### src/rtl/sevseg_scan_mux.sv
// sevseg_scan_mux: round-robin seven-segment scanner with per-slot blanking and per-digit snapshot
module sevseg_scan_mux #(
  parameter int DIGITS        = 4,
  parameter int REFRESH_DIV   = 50000,
  parameter int BLANK_CYCLES  = 16,
  parameter bit EN_ACTIVE_LOW = 1'b1
) (
  input  logic                  clk,
  input  logic                  rst,
  input  logic                  en,
  input  logic [7*DIGITS-1:0]   seg_in,
  input  logic [DIGITS-1:0]     dp_in,
  output logic [6:0]            seg_out,
  output logic                  dp_out,
  output logic [DIGITS-1:0]     dig_en,
  output logic                  frame_tick
);
  localparam int CW = $clog2(REFRESH_DIV);
  localparam int IW = DIGITS > 1 ? $clog2(DIGITS) : 1;
  localparam logic [CW-1:0] C_LAST  = CW'(REFRESH_DIV - 1);
  localparam logic [CW-1:0] C_BLANK = CW'(BLANK_CYCLES);
  localparam logic [CW-1:0] C_SNAP  = CW'(BLANK_CYCLES - 1);
  localparam logic [IW-1:0] I_LAST  = IW'(DIGITS - 1);
  localparam logic [DIGITS-1:0] OFF = {DIGITS{EN_ACTIVE_LOW}};
  typedef enum logic {BLANK, DRIVE} state_t;
  logic [CW-1:0]     cnt;
  logic [IW-1:0]     idx;
  logic [6:0]        snap_seg, sel_seg;
  logic              snap_dp, sel_dp, pend;
  logic [DIGITS-1:0] onehot;
  state_t            state;
  always_comb begin
    sel_seg = 7'h7F;
    sel_dp  = 1'b1;
    onehot  = '0;
    state   = cnt < C_BLANK ? BLANK : DRIVE;
    for (int i = 0; i < DIGITS; i++) begin
      onehot[i] = idx == IW'(i);
      sel_seg   = idx == IW'(i) ? seg_in[7*i +: 7] : sel_seg;
      sel_dp    = idx == IW'(i) ? dp_in[i] : sel_dp;
    end
  end
  // pend marks a wrap so the tick lands on the first blank output cycle of digit 0
  always_ff @(posedge clk or posedge rst) begin
    if (rst) begin
      cnt        <= '0;
      idx        <= '0;
      pend       <= 1'b0;
      snap_seg   <= 7'h7F;
      snap_dp    <= 1'b1;
      seg_out    <= 7'h7F;
      dp_out     <= 1'b1;
      dig_en     <= OFF;
      frame_tick <= 1'b0;
    end else if (en) begin
      cnt        <= cnt == C_LAST ? '0 : cnt + 1'b1;
      idx        <= cnt == C_LAST ? (idx == I_LAST ? '0 : idx + 1'b1) : idx;
      pend       <= (cnt == C_LAST && idx == I_LAST) ? 1'b1 : (cnt == '0 && idx == '0) ? 1'b0 : pend;
      frame_tick <= pend && cnt == '0 && idx == '0;
      snap_seg   <= cnt == C_SNAP ? sel_seg : snap_seg;
      snap_dp    <= cnt == C_SNAP ? sel_dp : snap_dp;
      seg_out    <= state == BLANK ? 7'h7F : snap_seg;
      dp_out     <= state == BLANK ? 1'b1 : snap_dp;
      dig_en     <= state == BLANK ? OFF : (EN_ACTIVE_LOW ? ~onehot : onehot);
    end else begin
      seg_out    <= 7'h7F;
      dp_out     <= 1'b1;
      dig_en     <= OFF;
      frame_tick <= 1'b0;
    end
  end
endmodule

### config.mk
export PLATFORM = sky130hd
export DESIGN_NAME = sevseg_scan_mux
export DESIGN_NICKNAME = d
export VERILOG_FILES = /design/src/rtl/sevseg_scan_mux.sv
export SDC_FILE = /design/constraint.sdc
export NUM_CORES = 1
export LEC_CHECK = 0
export CAP_MARGIN = 20
export CORE_MARGIN = 3
export CORE_UTILIZATION = 49
export CTS_CLUSTER_DIAMETER = 80
export DETAILED_ROUTE_END_ITERATION = 10
export PLACE_DENSITY_LB_ADDON = 0.3
export SKIP_CTS_REPAIR_TIMING = 1
export SYNTH_ARGS = -nofsm -noshare
export SYNTH_HDL_FRONTEND = slang
export SYNTH_SLANG_ARGS = --single-unit
### constraint.sdc
create_clock -name clk -period 2.3 [get_ports clk]
set_input_delay 0.345 -clock clk [delete_from_list [all_inputs] [get_ports clk]]
set_output_delay 0.345 -clock clk [all_outputs]
set_load 0.005 [all_outputs]
==> impl_metrics.ini <==
[run_status]
status = complete, no violations

[layout]
multi_input_area_um2 = 892
drive_gt1_share_pct = 14.2
ff_latch_area_um2 = 1030
final_cell_mix = clkdlybuf4s50_1, dfrtp_1, dfstp_2
final_common_cell = clkdlybuf4s50_1
antennaDiodeCount = 0
stdcell_count = 294
area_delta_synth_final_pct = 29.9
fin_nets = 286
fill_cells = 317

[critical_path]
critPathLaunchType = register
cp-end-kind = register
cp_data_arrival_time_ps = 2180
cp.required_ps = 2520
crit_type = reg2reg
path_max_fanout = 11

[logic_synthesis]
async_flop_share_pct = 100
synth_area_leaders = dfstp_2, dfrtp_1, xnor2_1
synth_edf_count = 0
ys_warn_count = 0
synth.distinct_cells = 29
netlist.area_leader.share_pct = 26.3
avgSynthCellArea_um2 = 10.1
seq_area_frac_synth_pct = 51.4
synth.largest_area_cell = dfstp_2
ys_seq_elements = 40
syn_nets = 239
synth_top_flop_cell = dfstp_2
netlist_area_um2 = 2000
syn_inst = 198

[routing]
drtPass1Iterations = 4
wirelength_um = 4210
wl_per_cell_um = 14.3
drtIter0Drc = 119
ant_nets = 0
viasPerCell = 5.41
dr_total_vias = 1590
drc_errors = 0

[cts]
cts_sinks = 40
clk_path_buf_depth = 2
clock_insertion_delay_worst_skew_ps = 290
clk_pin_slew_ps = 70
cts_root_buffer = clkbuf_8
cts_tree = yes
h-tree-depth = 2
cts_buffers = 5

[grt]
antenna_found_initial = 0
use_met2_pct = 28.5
overflow = 0
grt_max_degree = 41
grt_pass1_vias = 1566
grt-busiest-layer = met2
grt_pass1_wl_um = 7070
met3_usage_pct = 6.23
grt.total_usage_pct = 18.1
use_met1_pct = 22.8

[die]
die_w_um = 69.8
chipHeight_um = 69.8
core_area_um2 = 3800
fp.dieArea_um2 = 4880
num_rows = 22
io_pins = 48
start_util_pct = 52.6

[power]
power_leakage_nw = 1.03
power.density_nw_per_um2 = 618
irDropWorstVdd_v = 0.000453

[sta]
setup_viol = 0
worst_pin_slew_ps = 548
slew_viol_final = 0
min_period_over_period_pct = 85.4
max_freq_mhz = 509
final_hold_viol_count = 0
rsz0062_at_grt = no
setup_tns_ps = 0
period_needed_ps = 1960
fin_skew_ps = 2.47
slew-limit-headroom_pct = 63.5

[min_path]
hold_path.class = in2async

[placement]
placed_cells = 286
routabilityCongestion = 0.808
port_buffers = 47
dpl.hpwl_um = 3080

[run]
cap_violations = 0
[per-stage QoR]
stage	setup WS, ps	power [mW]	hold slack (ps)	instance area (um2)	util, %
6_report	337	1.60	467	2590	68.3
5_1_grt	200	1.68	506	2590	68.3
4_1_cts	335	1.62	484	2590	68.3
3_5_place_dp	171	1.14	479	2500	65.8
3_3_place_gp	263	1.12	465	2500	65.8
2_1_floorplan	646	1.01	454	2000	-
[power breakdown]
part,internal [mW],total (mW),switching [mW]
combinational,0.145,0.264,0.119
clock,0.239,0.479,0.239
sequential,0.777,0.860,0.0825
[flip-flops by register name (all words and copies together) (netlist names)]
register and count:
cnt 16, idx 2, dig_en 4, frame_tick 1, pend 1, snap_dp 1
dp_out 1, seg_out 7, snap_seg 7
[cell usage after synthesis, types with 7 or more instances]
library cell  count
a21oi_1           8
dfrtp_1          20
dfstp_2          20
inv_1             8
nand2_1          11
nand2b_1          8
nand4_1           7
nor2_1           14
nor2b_1           8
nor3b_1           8
o21ai_0          16
o21ai_1           8
o31ai_1           8
xnor2_1          11
[cell type report]
type	instances	area share, %
clock buffer	6	3.18
sequential	40	39.6
timing repair buffer	50	19.0
multi-input combinational	140	34.4
tap	48	2.32
inverter	8	1.16
clock inverter	2	0.386
[critical path: stages (launching register included)]
cell and delay [ps]:
dfrtp_1 440, nor4_2 360, nand4_1 380, or2_0 490
o21ai_1 220
[worst paths after layout]
path	from	endpoint	slack (ps)	cells after the start
worst max-delay path	cnt[11]	snap_seg[6]	340	4
worst min-delay path	rst	cnt[5]	470	3
worst max register to register	cnt[11]	snap_seg[6]	340	4
worst min register to register	snap_seg[5]	snap_seg[5]	490	2
max in group asynchronous	rst	dig_en[1]	1480	3
min in group clk	snap_seg[5]	snap_seg[5]	490	2
[kinds of logic (layout without fill, tap and decap cells)]
group / count (synthesis) / count (layout) / share of synthesized area [%]
buffers and inverters: 18 / 66 / 3.95
and+or+nand+nor: 75 / 75 / 21.2
adders and majority gates: 6 / 6 / 3.76
muxes: 3 / 3 / 1.63
xor gates and xnor gates: 15 / 15 / 6.58
AOI/OAI and AO/OA: 41 / 41 / 11.5
DFF: 40 / 40 / 51.4
[routing by layer]
layer	part of all wire, %	wire, um
met5	0	0
met4	2.0	86
met3	6.1	259
met2	49	2050
met1	43	1820
(Power assumes the default switching activity.)
==> patch: new RTL, same settings <==
Add an input register stage for `seg_in`, without a reset; this delays it by one clock. The other inputs are not delayed to match.
--- a/src/rtl/sevseg_scan_mux.sv
+++ b/src/rtl/sevseg_scan_mux.sv
@@ -24,4 +24,11 @@
   localparam logic [DIGITS-1:0] OFF = {DIGITS{EN_ACTIVE_LOW}};
   typedef enum logic {BLANK, DRIVE} state_t;
+
+  logic [7*DIGITS-1:0] seg_q;
+
+  always_ff @(posedge clk) begin
+    seg_q <= seg_in;
+  end
+
   logic [CW-1:0]     cnt;
   logic [IW-1:0]     idx;
@@ -37,5 +44,5 @@
     for (int i = 0; i < DIGITS; i++) begin
       onehot[i] = idx == IW'(i);
-      sel_seg   = idx == IW'(i) ? seg_in[7*i +: 7] : sel_seg;
+      sel_seg   = idx == IW'(i) ? seg_q[7*i +: 7] : sel_seg;
       sel_dp    = idx == IW'(i) ? dp_in[i] : sel_dp;
     end
Behaviour: no difference found for any inputs over 10 cycles, from zero or initial values and one cycle with rst high; that may be too few to reach the edited logic, so the function may still have changed.
==> patch against the unedited design <==
Power up 120%. Synthesized cell count up 14%. Sequential share of layout area up 7.7 points. Sequential power up 91%. Synthesized area up 29%. Non-clock buffer count up 2. Combinational power up 140%. Setup slack better by 0.14 ns. Wire length up 14%. Sequential cell count up 28. Final cell count up 18%. Hold slack worse by 0.044 ns. First-iteration DRC count down 34%. Cell area up 29%. Critical endpoint is now idx[0].
==> patch: results (changes against the unedited design) <==
status=finished, final reports clean; Max stage delay on crit path=0.44 ns (-0.05 ns); Crit Path Max Fanout=6 (-5); share of post-route cells with drive strength above 1=16.0% (+1.8 points); Syn Area/Cell=11.5 um2 (+14%); post-place instance area=0.00311 mm2 (+24%); Final GP Congestion=0.844 (+4.4%); top post-synthesis cells by count=dfxtp_1 (28), dfrtp_1 (20), dfstp_2 (20), o21ai_0 (16), nor2_1 (11); DR iter-0 viols=79 (-34%); Nets=317 (+11%); syn nets=266 (+11%); met2 WL post-DR=2.29 mm (+12%); largest cells by area after synthesis=dfxtp_1 (22%), dfstp_2 (20%), dfrtp_1 (19%); FF/Latch Area=0.00159 mm2 (+55%); Async SR Flop Fraction=58.8% (-41 points); arrival time worst endpoint=2.05 ns (-0.13 ns); final worst slack=0.473 ns (+0.136 ns); Buffers excl. clock=52 (+4.0%); GR Util All Layers=17.1% (-1.0 points); WL met3=249 um (-3.9%); placed wire-length estimate=3.45 mm (+12%); vias=1750 (+10%); CTS Buf Count=9 (+4); H-Tree Depth=3 (+1); Least-Margin Pin Slew=0.562 ns (+0.0139 ns); CLK BUF=9 (+3); Seq Cell Count=68 (+70%); die width=78.5 um (+12%); cell leakage power=1.38 nW (+33%); met2 usage=26.5% (-2.1 points); routed wire length=4.82 mm (+14%); Crit Reg-Reg Startpoint=cnt[13]; routed length on met1=2.20 mm (+21%); unique cell type count in the Yosys netlist=34 (+17%); clk_lat worst skew=0.35 ns (+0.06 ns); multi-input combinational area share=26.8% (-7.5 points)
==> patch: changes by cell type in the layout (fill, tap and decap cells not counted), moves of 3 or more <==
cell / unedited run / this run
dfxtp_1: 0 / 28
nor2_1: 14 / 11
nor3_1: 6 / 2
nand2_1: 11 / 8
bufinv_16: 0 / 3
and3_1: 0 / 4
clkbuf_8: 6 / 9
==> patch: power by group <==
| part | internal, mW | total [mW] | switching, mW | leakage, nW |
|---|---|---|---|---|
| logic | 0.346 | 0.621 | 0.275 | 0.541 |
| registers | 1.50 | 1.64 | 0.135 | 0.714 |
| clock network | 0.728 | 1.20 | 0.469 | 0.124 |
| total | 2.58 | 3.46 | 0.879 | 1.38 |
==> patch: cells by family (layout without fill, tap and decap cells) <==
group / count (synthesis) / count (layout) / synth area share [%]
mux: 4 / 4 / 1.65
compound gates: 42 / 42 / 9.08
fa+ha+maj: 6 / 6 / 2.91
xor+xnor: 14 / 14 / 4.76
buf+inv: 20 / 76 / 3.50
simple gates: 71 / 71 / 16.6
flops: 68 / 68 / 61.6
